[config.mk]
export PLATFORM = sky130hd
export DESIGN_NAME = hood_mode_scheduler
export DESIGN_NICKNAME = d
export VERILOG_FILES = /design/src/rtl/hood_mode_scheduler_pkg.sv /design/src/rtl/hood_mode_scheduler_countdown.sv /design/src/rtl/hood_mode_scheduler.sv
export SDC_FILE = /design/constraint.sdc
export NUM_CORES = 1
export LEC_CHECK = 0
export ABC_AREA = 1
export CORE_MARGIN = 10
export CORE_UTILIZATION = 50
export DETAILED_ROUTE_END_ITERATION = 8
export GPL_ROUTABILITY_DRIVEN = 0
export PLACE_DENSITY = 0.76
export SYNTH_ARGS = -nofsm -noshare
export SYNTH_HDL_FRONTEND = slang
export SYNTH_SLANG_ARGS = --single-unit
[constraint.sdc]
create_clock -name clk_1hz -period 2.1 [get_ports clk_1hz]
set_input_delay 0.42 -clock clk_1hz [delete_from_list [all_inputs] [get_ports clk_1hz]]
set_output_delay 0.42 -clock clk_1hz [all_outputs]
set_load 0.02 [all_outputs]
[src/rtl/hood_mode_scheduler_pkg.sv]
// Shared types and constants for the range-hood mode sequencer.
// Also imported by the display path and onOffControl for the default timings.
package hood_pkg;

  typedef enum logic [2:0] {
    ST_IDLE  = 3'd0,
    ST_MENU  = 3'd1,
    ST_RUN1  = 3'd2,
    ST_RUN2  = 3'd3,
    ST_RUN3  = 3'd4,
    ST_RET3  = 3'd5,
    ST_CLEAN = 3'd6
  } state_t;

  localparam logic [2:0] MODE_STANDBY = 3'b000;
  localparam logic [2:0] MODE_L1      = 3'b001;
  localparam logic [2:0] MODE_L2      = 3'b010;
  localparam logic [2:0] MODE_L3      = 3'b011;
  localparam logic [2:0] MODE_CLEAN   = 3'b100;

  localparam int unsigned DEF_MODE3_SEC  = 60;
  localparam int unsigned DEF_RETURN_SEC = 60;
  localparam int unsigned DEF_CLEAN_SEC  = 180;
  localparam int unsigned DEF_REMIND_SEC = 36000;

  localparam int CNT_W = 8;
  localparam int CUM_W = 16;

  typedef enum logic [2:0] {
    P_NONE  = 3'd0,
    P_MENU  = 3'd1,
    P_MODE3 = 3'd2,
    P_MODE2 = 3'd3,
    P_MODE1 = 3'd4,
    P_CLEAN = 3'd5
  } pulse_t;

  // Only the highest-priority pulse of a cycle is ever acted on.
  function automatic pulse_t pick_pulse(input logic menu, input logic m3,
                                        input logic m2, input logic m1,
                                        input logic cl);
    pulse_t p;
    if (menu)    p = P_MENU;
    else if (m3) p = P_MODE3;
    else if (m2) p = P_MODE2;
    else if (m1) p = P_MODE1;
    else if (cl) p = P_CLEAN;
    else         p = P_NONE;
    return p;
  endfunction

  function automatic logic [2:0] mode_of(input state_t s);
    logic [2:0] m;
    case (s)
      ST_RUN1:          m = MODE_L1;
      ST_RUN2:          m = MODE_L2;
      ST_RUN3, ST_RET3: m = MODE_L3;
      ST_CLEAN:         m = MODE_CLEAN;
      default:          m = MODE_STANDBY;
    endcase
    return m;
  endfunction

endpackage

[src/rtl/hood_mode_scheduler_countdown.sv]
// Loadable down-counter used for the timed phases (level 3, return delay, clean).
// The caller is responsible for not enabling it at zero.
module hood_countdown
  import hood_pkg::*;
#(
  parameter int W = CNT_W
) (
  input  logic         clk_1hz,
  input  logic         rst,
  input  logic         load,
  input  logic [W-1:0] load_val,
  input  logic         en,
  output logic [W-1:0] count,
  output logic         is_zero,
  output logic         is_one
);

  logic [W-1:0] r_count;

  always_ff @(posedge clk_1hz or negedge rst) begin
    if (!rst) begin
      r_count <= '0;
    end else if (load) begin
      r_count <= load_val;
    end else if (en) begin
      r_count <= r_count - W'(1);
    end
  end

  assign count   = r_count;
  assign is_zero = (r_count == '0);
  assign is_one  = (r_count == W'(1));

endmodule

[src/rtl/hood_mode_scheduler.sv]
// Range-hood mode sequencer: menu/level/clean FSM, timed-phase countdown,
// accumulated run time and cleaning reminder. All outputs are registered.
module hood_mode_scheduler
  import hood_pkg::*;
#(
  parameter int unsigned MODE3_SEC  = DEF_MODE3_SEC,
  parameter int unsigned RETURN_SEC = DEF_RETURN_SEC,
  parameter int unsigned CLEAN_SEC  = DEF_CLEAN_SEC,
  parameter int unsigned REMIND_SEC = DEF_REMIND_SEC
) (
  input  logic             clk_1hz,
  input  logic             rst,
  input  logic             power_on,
  input  logic             menu_pulse,
  input  logic             mode1_pulse,
  input  logic             mode2_pulse,
  input  logic             mode3_pulse,
  input  logic             clean_pulse,
  output logic [2:0]       mode_state,
  output logic             menu_active,
  output logic [CNT_W-1:0] countdown,
  output logic [CUM_W-1:0] cumulative_time,
  output logic             clean_remind,
  output logic             mode3_used
);

  localparam logic [CNT_W-1:0] L_MODE3  = CNT_W'(MODE3_SEC);
  localparam logic [CNT_W-1:0] L_RETURN = CNT_W'(RETURN_SEC);
  localparam logic [CNT_W-1:0] L_CLEAN  = CNT_W'(CLEAN_SEC);

  state_t           r_state;
  state_t           w_state_next;
  logic [2:0]       r_mode_state;
  logic             r_menu_active;
  logic [CUM_W-1:0] r_cum;
  logic [CUM_W-1:0] w_cum_next;
  logic             r_clean_remind;
  logic             r_mode3_used;

  pulse_t           w_pulse;
  logic             w_load;
  logic [CNT_W-1:0] w_load_val;
  logic             w_tick;
  logic             w_cnt_en;
  logic             w_clean_done;
  logic             w_set_used;
  logic             w_running;
  logic [CNT_W-1:0] w_count;
  logic             w_cnt_zero;
  logic             w_cnt_one;

  assign w_pulse  = pick_pulse(menu_pulse, mode3_pulse, mode2_pulse,
                               mode1_pulse, clean_pulse);
  assign w_cnt_en = w_tick && !w_cnt_zero;

  always_comb begin
    w_state_next = r_state;
    w_load       = 1'b0;
    w_load_val   = '0;
    w_tick       = 1'b0;
    w_clean_done = 1'b0;
    w_set_used   = 1'b0;
    if (!power_on) begin
      w_state_next = ST_IDLE;
      w_load       = 1'b1;
    end else begin
      case (r_state)
        ST_IDLE: begin
          if (w_pulse == P_MENU) w_state_next = ST_MENU;
        end
        ST_MENU: begin
          case (w_pulse)
            P_MENU:  w_state_next = ST_IDLE;
            P_MODE3: begin
              if (!r_mode3_used) begin
                w_state_next = ST_RUN3;
                w_load       = 1'b1;
                w_load_val   = L_MODE3;
                w_set_used   = 1'b1;
              end
            end
            P_MODE2: w_state_next = ST_RUN2;
            P_MODE1: w_state_next = ST_RUN1;
            P_CLEAN: begin
              w_state_next = ST_CLEAN;
              w_load       = 1'b1;
              w_load_val   = L_CLEAN;
            end
            default: w_state_next = ST_MENU;
          endcase
        end
        ST_RUN1, ST_RUN2: begin
          case (w_pulse)
            P_MENU:  w_state_next = ST_IDLE;
            P_MODE2: w_state_next = ST_RUN2;
            P_MODE1: w_state_next = ST_RUN1;
            default: w_state_next = r_state;
          endcase
        end
        ST_RUN3: begin
          if (w_pulse == P_MENU) begin
            w_state_next = ST_RET3;
            w_load       = 1'b1;
            w_load_val   = L_RETURN;
          end else begin
            w_tick = 1'b1;
            if (w_cnt_one) w_state_next = ST_RUN2;
          end
        end
        ST_RET3: begin
          w_tick = 1'b1;
          if (w_cnt_one) w_state_next = ST_IDLE;
        end
        ST_CLEAN: begin
          w_tick = 1'b1;
          if (w_cnt_one) begin
            w_state_next = ST_IDLE;
            w_clean_done = 1'b1;
          end
        end
        default: w_state_next = ST_IDLE;
      endcase
    end
  end

  // Run time counts the state being left, so the cycle that powers off still counts.
  assign w_running = (r_state == ST_RUN1) || (r_state == ST_RUN2) ||
                     (r_state == ST_RUN3) || (r_state == ST_RET3);

  always_comb begin
    w_cum_next = r_cum;
    if (w_clean_done) begin
      w_cum_next = '0;
    end else if (w_running && (r_cum != {CUM_W{1'b1}})) begin
      w_cum_next = r_cum + CUM_W'(1);
    end
  end

  always_ff @(posedge clk_1hz or negedge rst) begin
    if (!rst) begin
      r_state        <= ST_IDLE;
      r_mode_state   <= MODE_STANDBY;
      r_menu_active  <= 1'b0;
      r_cum          <= '0;
      r_clean_remind <= 1'b0;
      r_mode3_used   <= 1'b0;
    end else begin
      r_state        <= w_state_next;
      r_mode_state   <= mode_of(w_state_next);
      r_menu_active  <= (w_state_next == ST_MENU);
      r_cum          <= w_cum_next;
      r_clean_remind <= (32'(w_cum_next) >= REMIND_SEC);
      if (!power_on)       r_mode3_used <= 1'b0;
      else if (w_set_used) r_mode3_used <= 1'b1;
    end
  end

  hood_countdown #(
    .W (CNT_W)
  ) u_countdown (
    .clk_1hz  (clk_1hz),
    .rst      (rst),
    .load     (w_load),
    .load_val (w_load_val),
    .en       (w_cnt_en),
    .count    (w_count),
    .is_zero  (w_cnt_zero),
    .is_one   (w_cnt_one)
  );

  assign mode_state      = r_mode_state;
  assign menu_active     = r_menu_active;
  assign countdown       = w_count;
  assign cumulative_time = r_cum;
  assign clean_remind    = r_clean_remind;
  assign mode3_used      = r_mode3_used;

endmodule
==> results of run 1 <==
## stage by stage
step,area [um^2],util,TNS [ns],cells,setup slack (ns)
2_1_floorplan,2280,-,0,322,0.209
3_3_place_gp,2790,0.636,-0.164,421,-0.0514
3_5_place_dp,2790,0.636,-0.481,421,-0.0850
4_1_cts,2880,0.656,0,428,0.151
5_1_grt,2910,0.664,0,430,0.00456
6_report,2910,0.664,0,430,0.196
## power breakdown
part | leakage [nW] | switching, W | internal (W) | total (W)
Clock | 0.0443 | 0.000219 | 0.000260 | 0.000479
Sequential | 0.436 | 0.000144 | 0.000752 | 0.000896
Combinational | 0.917 | 0.000598 | 0.000456 | 0.00105
## routing by layer
metal | wire length [um] | global-route usage
met5 | 0 | 0
met4 | 54 | 0.0464
met3 | 422 | 0.0566
met2 | 2630 | 0.246
met1 | 2370 | 0.171
## registers in the layout (all words and copies together) (netlist names)
register and flops:
cumulative_time 16, clean_remind 1, menu_active 1, u_countdown.count 8, r_state 3, mode3_used 1, mode_state 3
## cell families after synthesis
| kind of cell | Yosys count | share of synthesized area |
|---|---|---|
| flops | 33 | 0.362 |
| compound gates | 35 | 0.101 |
| buf+inv | 47 | 0.0839 |
| simple gates | 195 | 0.402 |
| fa+ha+maj | 3 | 0.0164 |
| xor+xnor | 9 | 0.0345 |
## worst max-delay path by stage
stage	start	depth (start not counted)	endpoint	slack (ns)
CTS	cumulative_time[1]	12	clean_remind	0.15
finish	cumulative_time[1]	12	clean_remind	0.20
global placement	clean_pulse	12	u_countdown.count[4]	-0.05
floorplan	cumulative_time[0]	12	clean_remind	0.21
detailed placement	clean_pulse	12	u_countdown.count[4]	-0.08
global route	mode2_pulse	11	mode_state[0]	0.005
## cell usage in the layout, fill, tap and decap left out, types with 2 or more instances in the layout
cell / synthesis / final
nor2_2: 8 / 6
clkdlybuf4s50_1: 0 / 37
o21ai_1: 6 / 6
nor2_4: 1 / 3
o21a_1: 2 / 2
dfrtp_1: 33 / 33
nor2_1: 36 / 36
o21ai_2: 2 / 2
a21oi_1: 6 / 6
xor2_1: 7 / 7
a21boi_0: 2 / 2
nand2_2: 5 / 5
xnor2_1: 2 / 2
buf_4: 0 / 15
nor3b_2: 2 / 2
nor3_2: 3 / 4
a21oi_2: 2 / 2
nand2_1: 93 / 93
nand3_2: 3 / 3
inv_2: 7 / 7
o21ai_0: 5 / 5
nand3b_1: 3 / 3
inv_1: 37 / 37
nor3_1: 8 / 7
a31oi_1: 4 / 4
clkbuf_8: 0 / 6
nand3_1: 23 / 23
nand4_1: 7 / 7
ha_1: 3 / 3
## layout make-up
cell class / count / area (um^2) / area share
multi-input cells: 242 / 1280 / 0.441
well taps: 52 / 65.1 / 0.0224
flip-flops and latches: 33 / 826 / 0.284
inverters: 44 / 165 / 0.0568
clock buffers: 7 / 86.3 / 0.0297
repair buffers: 52 / 483 / 0.166
## worst max-delay path, delay by kind of cell (launching register included)
kind | cells | cell delay [ns]
flops | 1 | 0.42
fa+ha+maj | 1 | 0.23
buf+inv | 1 | 0.13
simple gates | 8 | 0.81
compound gates | 2 | 0.27
## timing repair
action / in CTS / in global routing
setup endpoints to repair: 0 / 6
hold endpoints to repair: 0 / 0
setup buffers: 0 / 2
gates resized for setup: 0 / 4
==> results.md, run 1 <==
- Ys Warns: 0
- Htree depth: 2
- DRT Pass-1 Iters: 4
- Cell Pwr Density: roughly 840 mW/mm^2
- Antenna-violating nets left: 0
- Clock transition at path regs: ~0.070 ns
- Largest net degree at the start of global routing: 34
- RR Endpoint: clean_remind
- Final min period: ~1.9 ns
- Synthesized netlist cell count: 322
- Leakage power: 1.40 nW
- Async SR Flop Fraction: 1.00
- Period utilization: 0.907
- Crit path kind: flop to flop
- CTS max path bufs: 2
- HP Class: flop to flop
- CP Max Fanout: 13
- Sequential share of the synthesized area: 0.362
- Hold buffer count at cts: 0
- Final hold slack: roughly 0.53 ns
- WHS Path Cells: 2
- Power Total: 0.00243 W
- Root buf cell: clkbuf_8
- Vias in the first global route: about 2200
- Synth cell count leaders: 93 x nand2_1, 37 x inv_1, 36 x nor2_1
- RSZ-0062 raised after global routing: no
- Antenna Cells: 0
- Average cell area after synthesis: roughly 7.1 um^2
- Relative slew slack: 0.720
- # rows: 24
- Buffers added on ports: 37
- Filler cell count: 394
- Synthesized Nets: ~330
- Die ar.: ~0.0077 mm^2
- Core region area: 0.00438 mm^2
- Worst slew pin tran: ~0.42 ns
- Total CTS buffers: 5
- # IOs: 38
- Seq cells post-synth: 33
- Post-Synthesis Cell Area: 0.00228 mm^2
- Total GRT Usage: 0.148
- Final setup skew: 0.00508 ns
- CP Capture Type: flop
- Share of cells above drive strength 1: 0.156
- Final Max Tran Viols: 0
- Initial antenna violation count: 0
- Worst R2R Setup Slack: between 0.15 and 0.2 ns
- Worst setup SP type: flop
- Global-route wire length before repair: approximately 9400 um
- Max VDD drop: ~0.00040 V
- Grt ovf: 0
- Fin. Hold Viols: 0
- Most used standard cell by instance count after synthesis: nand2_1
- EDFF count, synth: 0
- Critical path required time: between 2 and 2.5 ns
- Worst reg-to-reg path cell count: 12
- Via density per instance: ~5.2
- Area leader, netlist: dfrtp_1
- Yosys cell types: 37
- Critical-path cell with the highest stage delay: dfrtp_1
- Clock tree sinks: 33
- Total Wirelength: 5480 um
- Initial Util: 0.521
- Main area contributors after synthesis: dfrtp_1 36%, nand2_1 15%, inv_1 6.1%
- Top_reg_cell synth: dfrtp_1
- Die H: slightly below 90 um
- Yosys top cell area share: 0.362
- CTS tree: done
- Status: finished clean
- DRT iter0 DRCs: 81
- Worst Hold End: u_countdown.count[3]
- Total vias in the final route: between 2000 and 2500
- Critical-path cell list: ha_1 -> inv_1 -> nor2_4 -> nand2_1 -> nor2_2 -> nor2_4 -> nand2_1 -> a21boi_2 -> nand2_1 -> nand2_1 -> nand2_1 -> a21oi_2
- Max-cap violations: 0
- CP dominant cell by count: nand2_1
- # nets final: ~390
- Die Width: a little under 90 um
- Min-Delay Startpoint: u_countdown.count[3]
- Area delta synth->final: 27.5%
- Fmax: about 0.53 GHz
- WP data arrival: ~2.1 ns
- Drt drc: 0
- Setup violations, final: 0
- Avg WL per Cell: approximately 13 um
- Crit-path max cell delay: approximately 0.42 ns
- Skew-Pair Late Insertion Delay: 0.28 ns
- HPWL after DPL: about 4200 um
- Reg-to-reg startpoint: cumulative_time[1]
Note: power is estimated with default switching activity, not from simulation.
==> run 2, diff against run 1 <==
--- a/config.mk
+++ b/config.mk
@@ -6,11 +6,12 @@
 export NUM_CORES = 1
 export LEC_CHECK = 0
 export ABC_AREA = 1
+export ABC_CLOCK_PERIOD_IN_PS = 2470
 export CORE_MARGIN = 10
-export CORE_UTILIZATION = 50
+export CORE_UTILIZATION = 45
 export DETAILED_ROUTE_END_ITERATION = 8
 export GPL_ROUTABILITY_DRIVEN = 0
-export PLACE_DENSITY = 0.76
+export PLACE_DENSITY = 0.69
 export SYNTH_ARGS = -nofsm -noshare
 export SYNTH_HDL_FRONTEND = slang
 export SYNTH_SLANG_ARGS = --single-unit
==> constraint.sdc (replaced) <==
create_clock -name clk_1hz -period 2.47 [get_ports clk_1hz]
set_input_delay 0.494 -clock clk_1hz [delete_from_list [all_inputs] [get_ports clk_1hz]]
set_output_delay 0.494 -clock clk_1hz [all_outputs]
set_load 0.02 [all_outputs]
==> run 2 against run 1 <==
  * First-iteration DRC count rose by 25%
  * Die area rose by 8.5%
  * Non-clock buffer count is 11 lower
  * Via count down 3.4%
  * Combinational power down 24%
  * Clock power shrank 14%
  * Critical path type is now input port to flop
  * Largest cell class unchanged
==> results.md, run 2 (synthesis gave the netlist of run 1 again) <==
- Status: finished clean
- Setup slack at placement: 0.0815 ns
- Leakage power: 1.34 nW
- Period utilization: 0.852
- Clock transition at path regs: ~0.07 ns
- Hold buffer count at cts: 0
- # nets final: approximately 380
- CP Capture Type: flop
- Cell Pwr Density: 705 mW/mm^2
- Placed cell count: 427
- Crit path kind: input port to flop
- Fmax: between 0.4 and 0.5 GHz
- Postcts setup bufs: 0
- Skew-Pair Late Insertion Delay: between 0.2 and 0.3 ns
- # rows: 25
- Max VDD drop: 0.000334 V
- # IOs: 38
- Total vias in the final route: around 2100
- Commonest cells after routing, fill and taps aside: 93 x nand2_1, 37 x inv_1, 37 x clkdlybuf4s50_1, 36 x nor2_1, 33 x dfrtp_1
- HPWL after DPL: roughly 4200 um
- Finished Layout Cells: between 400 and 500
- Vias in the first global route: 2175
- Buffers added on ports: 37
- Critical path required time: roughly 2.6 ns
- Max-cap violations: 0
- Antenna-violating nets left: 0
- Die H: approximately 91 um
- Worst slew pin tran: 0.436 ns
- Largest net degree at the start of global routing: 34
- Final setup skew: a little under 0.006 ns
- RSZ-0062 raised after global routing: no
- Antenna Cells: 0
- Root buf cell: clkbuf_8
- Htree depth: 2
- Die ar.: 0.00832 mm^2
- Fin util: 0.587
- CP Max Fanout: 7
- TNS Setup: 0 ns
- M1 GR Usage: 0.154
- Drt drc: 0
- GRT busiest layer: met2
- Share of cells above drive strength 1: 0.125
- GR Util met2: 0.229
- Post-CTS Resized: 0
- Commonest non-fill, non-tap cell in the layout: nand2_1
- Grt ovf: 0
- Global-route wire length before repair: 9630 um
- Total Wirelength: 5370 um
- Final hold slack: between 0.5 and 0.6 ns
- Worst reg-to-reg path cell count: 13
- Total GRT Usage: 0.135
- Setup WS post-layout: roughly 0.37 ns
- GR Util met3: 0.0494
- Fin. Hold Viols: 0
- Area delta synth->final: 23.8%
- Die Width: about 91 um
- DRT Pass-1 Iters: 4
- Via density per instance: approximately 5
- CTS tree: done
- Avg WL per Cell: 12.4 um
- Initial antenna violation count: 0
- WP data arrival: between 2 and 2.5 ns
- Max reg flops: 16
- Initial Util: 0.474
- WHS Path Cells: 2
- Clock tree sinks: 33
- Core region area: 0.00482 mm^2
- Total CTS buffers: 5
- Worst setup SP type: input port
- DRT iter0 DRCs: about 100
- HP Class: flop to flop
- Relative slew slack: 0.709
- CTS max path bufs: 2
- Final Max Tran Viols: 0
- Setup violations, final: 0
- Final min period: roughly 2.1 ns
[run 2: cell types whose count changed in the layout (fill, tap and decap cells not counted), sizes merged]
| cell | delta |
|---|---|
| buf | -11 |
[run 2: final cells by class]
| type | instances | area (um^2) |
|---|---|---|
| clock buffers | 7 | 86.3 |
| fillers | 485 | 1990 |
| inverters | 44 | 165 |
| multi-input cells | 242 | 1260 |
| flip-flops and latches | 33 | 826 |
| well taps | 67 | 83.8 |
| repair buffers | 41 | 400 |
[run 2: worst max-delay path, stage by stage]
cell and delay, ns:
clkdlybuf4s50_1 0.47, inv_1 0.04, o21bai_1 0.15, nand2_1 0.09, nand2_1 0.08, nor2_1 0.06, nand3_1 0.12, nand3_1 0.14
nor2_2 0.29, nand2_4 0.13, nor2_1 0.13, nor3_2 0.05
[run 2: report_power, final]
group / leakage [nW] / internal [W] / switching [W]
Sequential: 0.436 / 0.000639 / 0.000146
Combinational: 0.860 / 0.000342 / 0.000454
Clock: 0.0443 / 0.000221 / 0.000190
[run 2: path summary, 6_finish.rpt]
| kind | startpoint | to | slack (ns) |
|---|---|---|---|
| setup / recovery | clean_pulse | u_countdown.count[4] | 0.37 |
| hold / removal | u_countdown.count[3] | u_countdown.count[3] | 0.54 |
| setup reg to reg | cumulative_time[0] | clean_remind | 0.37 |
| hold reg to reg | u_countdown.count[3] | u_countdown.count[3] | 0.54 |
| max in group asynchronous | rst | cumulative_time[3] | 1.54 |
| min in group asynchronous | rst | u_countdown.count[3] | 0.62 |
[run 2: routing by layer]
metal | part of all wire | routed length, um
met1 | 0.45 | 2420
met2 | 0.47 | 2500
met3 | 0.069 | 371
met4 | 0.014 | 77
met5 | 0 | 0
[run 2: through the flow]
| step | total power [W] | cell area [um^2] |
|---|---|---|
| after floorplan | 0.00128 | 2280 |
| after global placement | 0.00159 | 2740 |
| after detailed placement | 0.00160 | 2740 |
| after CTS | 0.00201 | 2830 |
| after global routing | 0.00214 | 2830 |
| final | 0.00199 | 2830 |
==> run 3, diff against run 2 <==
--- a/config.mk
+++ b/config.mk
@@ -8,10 +8,10 @@
 export ABC_AREA = 1
 export ABC_CLOCK_PERIOD_IN_PS = 2470
 export CORE_MARGIN = 10
-export CORE_UTILIZATION = 45
+export CORE_UTILIZATION = 50
 export DETAILED_ROUTE_END_ITERATION = 8
-export GPL_ROUTABILITY_DRIVEN = 0
-export PLACE_DENSITY = 0.69
+export PLACE_DENSITY = 0.76
+export SLEW_MARGIN = 40
 export SYNTH_ARGS = -nofsm -noshare
 export SYNTH_HDL_FRONTEND = slang
 export SYNTH_SLANG_ARGS = --single-unit
==> run 3 against run 2 <==
  * Global-route usage grew 1.4 points
  * Clock power fell by 5.6%
  * Largest cell class unchanged
  * Largest power group unchanged
  * Sequential power barely moved
==> results.md, run 3 (synthesis gave the netlist of run 1 again) <==
- Root buf cell: clkbuf_8
- Postcts setup bufs: 0
- M1 GR Usage: 0.175
- Max reg flops: 16
- Period utilization: 0.860
- Critical-path cell list: clkdlybuf4s50_1 -> inv_1 -> o21bai_1 -> nand2_1 -> nand2_1 -> nor2_1 -> nand3_1 -> nand3_1 -> nor2_2 -> nand2_4 -> nor2_1 -> nor3_2
- Total GRT Usage: 0.148
- Commonest non-fill, non-tap cell in the layout: nand2_1
- Total vias in the final route: between 2000 and 2500
- RD Place Congestion: about 0.85
- Fin. Hold Viols: 0
- TNS Setup: 0 ns
- Die ar.: around 0.0077 mm^2
- Post-CTS Resized: 0
- Cell Pwr Density: 706 mW/mm^2
- Die H: between 80 and 90 um
- Delay-heaviest family, CP: simple AND/OR/NAND/NOR gates
- HPWL after DPL: between 4000 and 5000 um
- Filler cell count: roughly 410
- Die Width: 87.6 um
- Worst slew pin tran: 0.481 ns
- Relative slew slack: 0.677
- Initial antenna violation count: 0
- WP data arrival: approximately 2.3 ns
- Final setup skew: ~0.0063 ns
- Total Wirelength: about 5400 um
- Critical-path cell with the highest stage delay: clkdlybuf4s50_1
- GR Util met3: 0.0483
- Fin util: 0.639
- Leakage power: roughly 1.3 nW
- DRT iter0 DRCs: between 100 and 150
- Setup WS post-layout: roughly 0.35 ns
- CTS tree: done
- Status: finished clean
- CP Capture Type: flop
- GR Util met2: 0.245
- Total CTS buffers: 5
- CTS max path bufs: 2
- RSZ-0062 raised after global routing: no
- Share of cells above drive strength 1: 0.122
- Critical path required time: about 2.6 ns
- Worst setup SP type: input port
- Initial Util: 0.521
- Buffers added on ports: 37
- Vias in the first global route: approximately 2200
- Crit path kind: input port to flop
- Avg WL per Cell: about 13 um
- Fmax: around 0.47 GHz
- Largest net degree at the start of global routing: 34
- Crit-path max cell delay: 0.48 ns
- Antenna Cells: 0
- Setup slack at placement: 0.0888 ns
- Area delta synth->final: 22.8%
- Grt ovf: 0
- Commonest cells after routing, fill and taps aside: 93 x nand2_1, 37 x inv_1, 37 x clkdlybuf4s50_1, 36 x nor2_1, 33 x dfrtp_1
- Clock tree sinks: 33
- GRT busiest layer: met2
- # rows: 24
- Clock transition at path regs: around 0.07 ns
- # IOs: 38
- Setup violations, final: 0
- DRT Pass-1 Iters: 4
- Max-cap violations: 0
- Htree depth: 2
- Final min period: 2.12 ns
- WP buf/inv: 2
- HP Class: flop to flop
- Hold buffer count at cts: 0
- Via density per instance: ~5.2
- CP Max Fanout: 7
- Core region area: 0.00438 mm^2
- Final Max Tran Viols: 0
- Skew-Pair Late Insertion Delay: between 0.2 and 0.3 ns
- Global-route wire length before repair: between 9000 and 10000 um
- Antenna-violating nets left: 0
- # nets final: 378
- Drt drc: 0
- Max VDD drop: around 0.00043 V
-- run 3: worst reg2reg max path, cell delays in order, from the launching register on --
cell	delay, ns
dfrtp_1	0.49
ha_1	0.24
nand3_1	0.10
nor2_2	0.18
nand3_1	0.18
nand2_2	0.26
nand2_1	0.08
nand2_1	0.07
nand2_1	0.06
nand2_1	0.09
nand2_1	0.05
nand2_1	0.06
nand2_1	0.06
a21oi_2	0.11
-- run 3: metrics by stage --
| step | hold WS [ns] | instance area [um^2] | total power, W | instances |
|---|---|---|---|---|
| floorplan | 0.198 | 2280 | 0.00128 | 322 |
| global placement | 0.533 | 2720 | 0.00158 | 412 |
| detailed placement | 0.529 | 2720 | 0.00160 | 412 |
| CTS | 0.547 | 2800 | 0.00199 | 420 |
| global route | 0.586 | 2800 | 0.00212 | 420 |
| finish | 0.538 | 2800 | 0.00198 | 420 |
-- run 3: metal layers --
| layer | vias up | wire [um] | part of all wire |
|---|---|---|---|
| li1 | 1125 | - | - |
| met2 | 51 | 2520 | 0.47 |
| met5 | - | 0 | 0 |
| met3 | 10 | 346 | 0.064 |
| met4 | 0 | 107 | 0.020 |
| met1 | 995 | 2410 | 0.45 |
-- run 3: worst paths after layout --
kind	startpoint	end	slack, ns	depth (start not counted)
setup / recovery	clean_pulse	u_countdown.count[4]	0.35	12
hold / removal	u_countdown.count[6]	u_countdown.count[6]	0.54	1
setup reg to reg	cumulative_time[0]	clean_remind	0.38	13
hold reg to reg	u_countdown.count[6]	u_countdown.count[6]	0.54	1
max in group asynchronous	rst	cumulative_time[5]	1.55	2
min in group asynchronous	rst	u_countdown.count[3]	0.61	2
-- run 3: layout make-up --
class | count | area (um^2) | area share
Multi-Input combinational cell | 242 | 1260 | 0.452
Sequential cell | 33 | 826 | 0.295
Timing Repair Buffer | 41 | 400 | 0.143
Inverter | 44 | 165 | 0.0590
Clock buffer | 8 | 80.1 | 0.0286
Tap cell | 52 | 65.1 | 0.0232
-- run 3: power breakdown --
group	internal, W	total, W	leakage [nW]	switching [W]
Clock	0.000200	0.000388	0.0395	0.000188
Combinational	0.000343	0.000800	0.860	0.000457
Sequential	0.000639	0.000788	0.436	0.000148
Total	0.00118	0.00198	1.34	0.000794
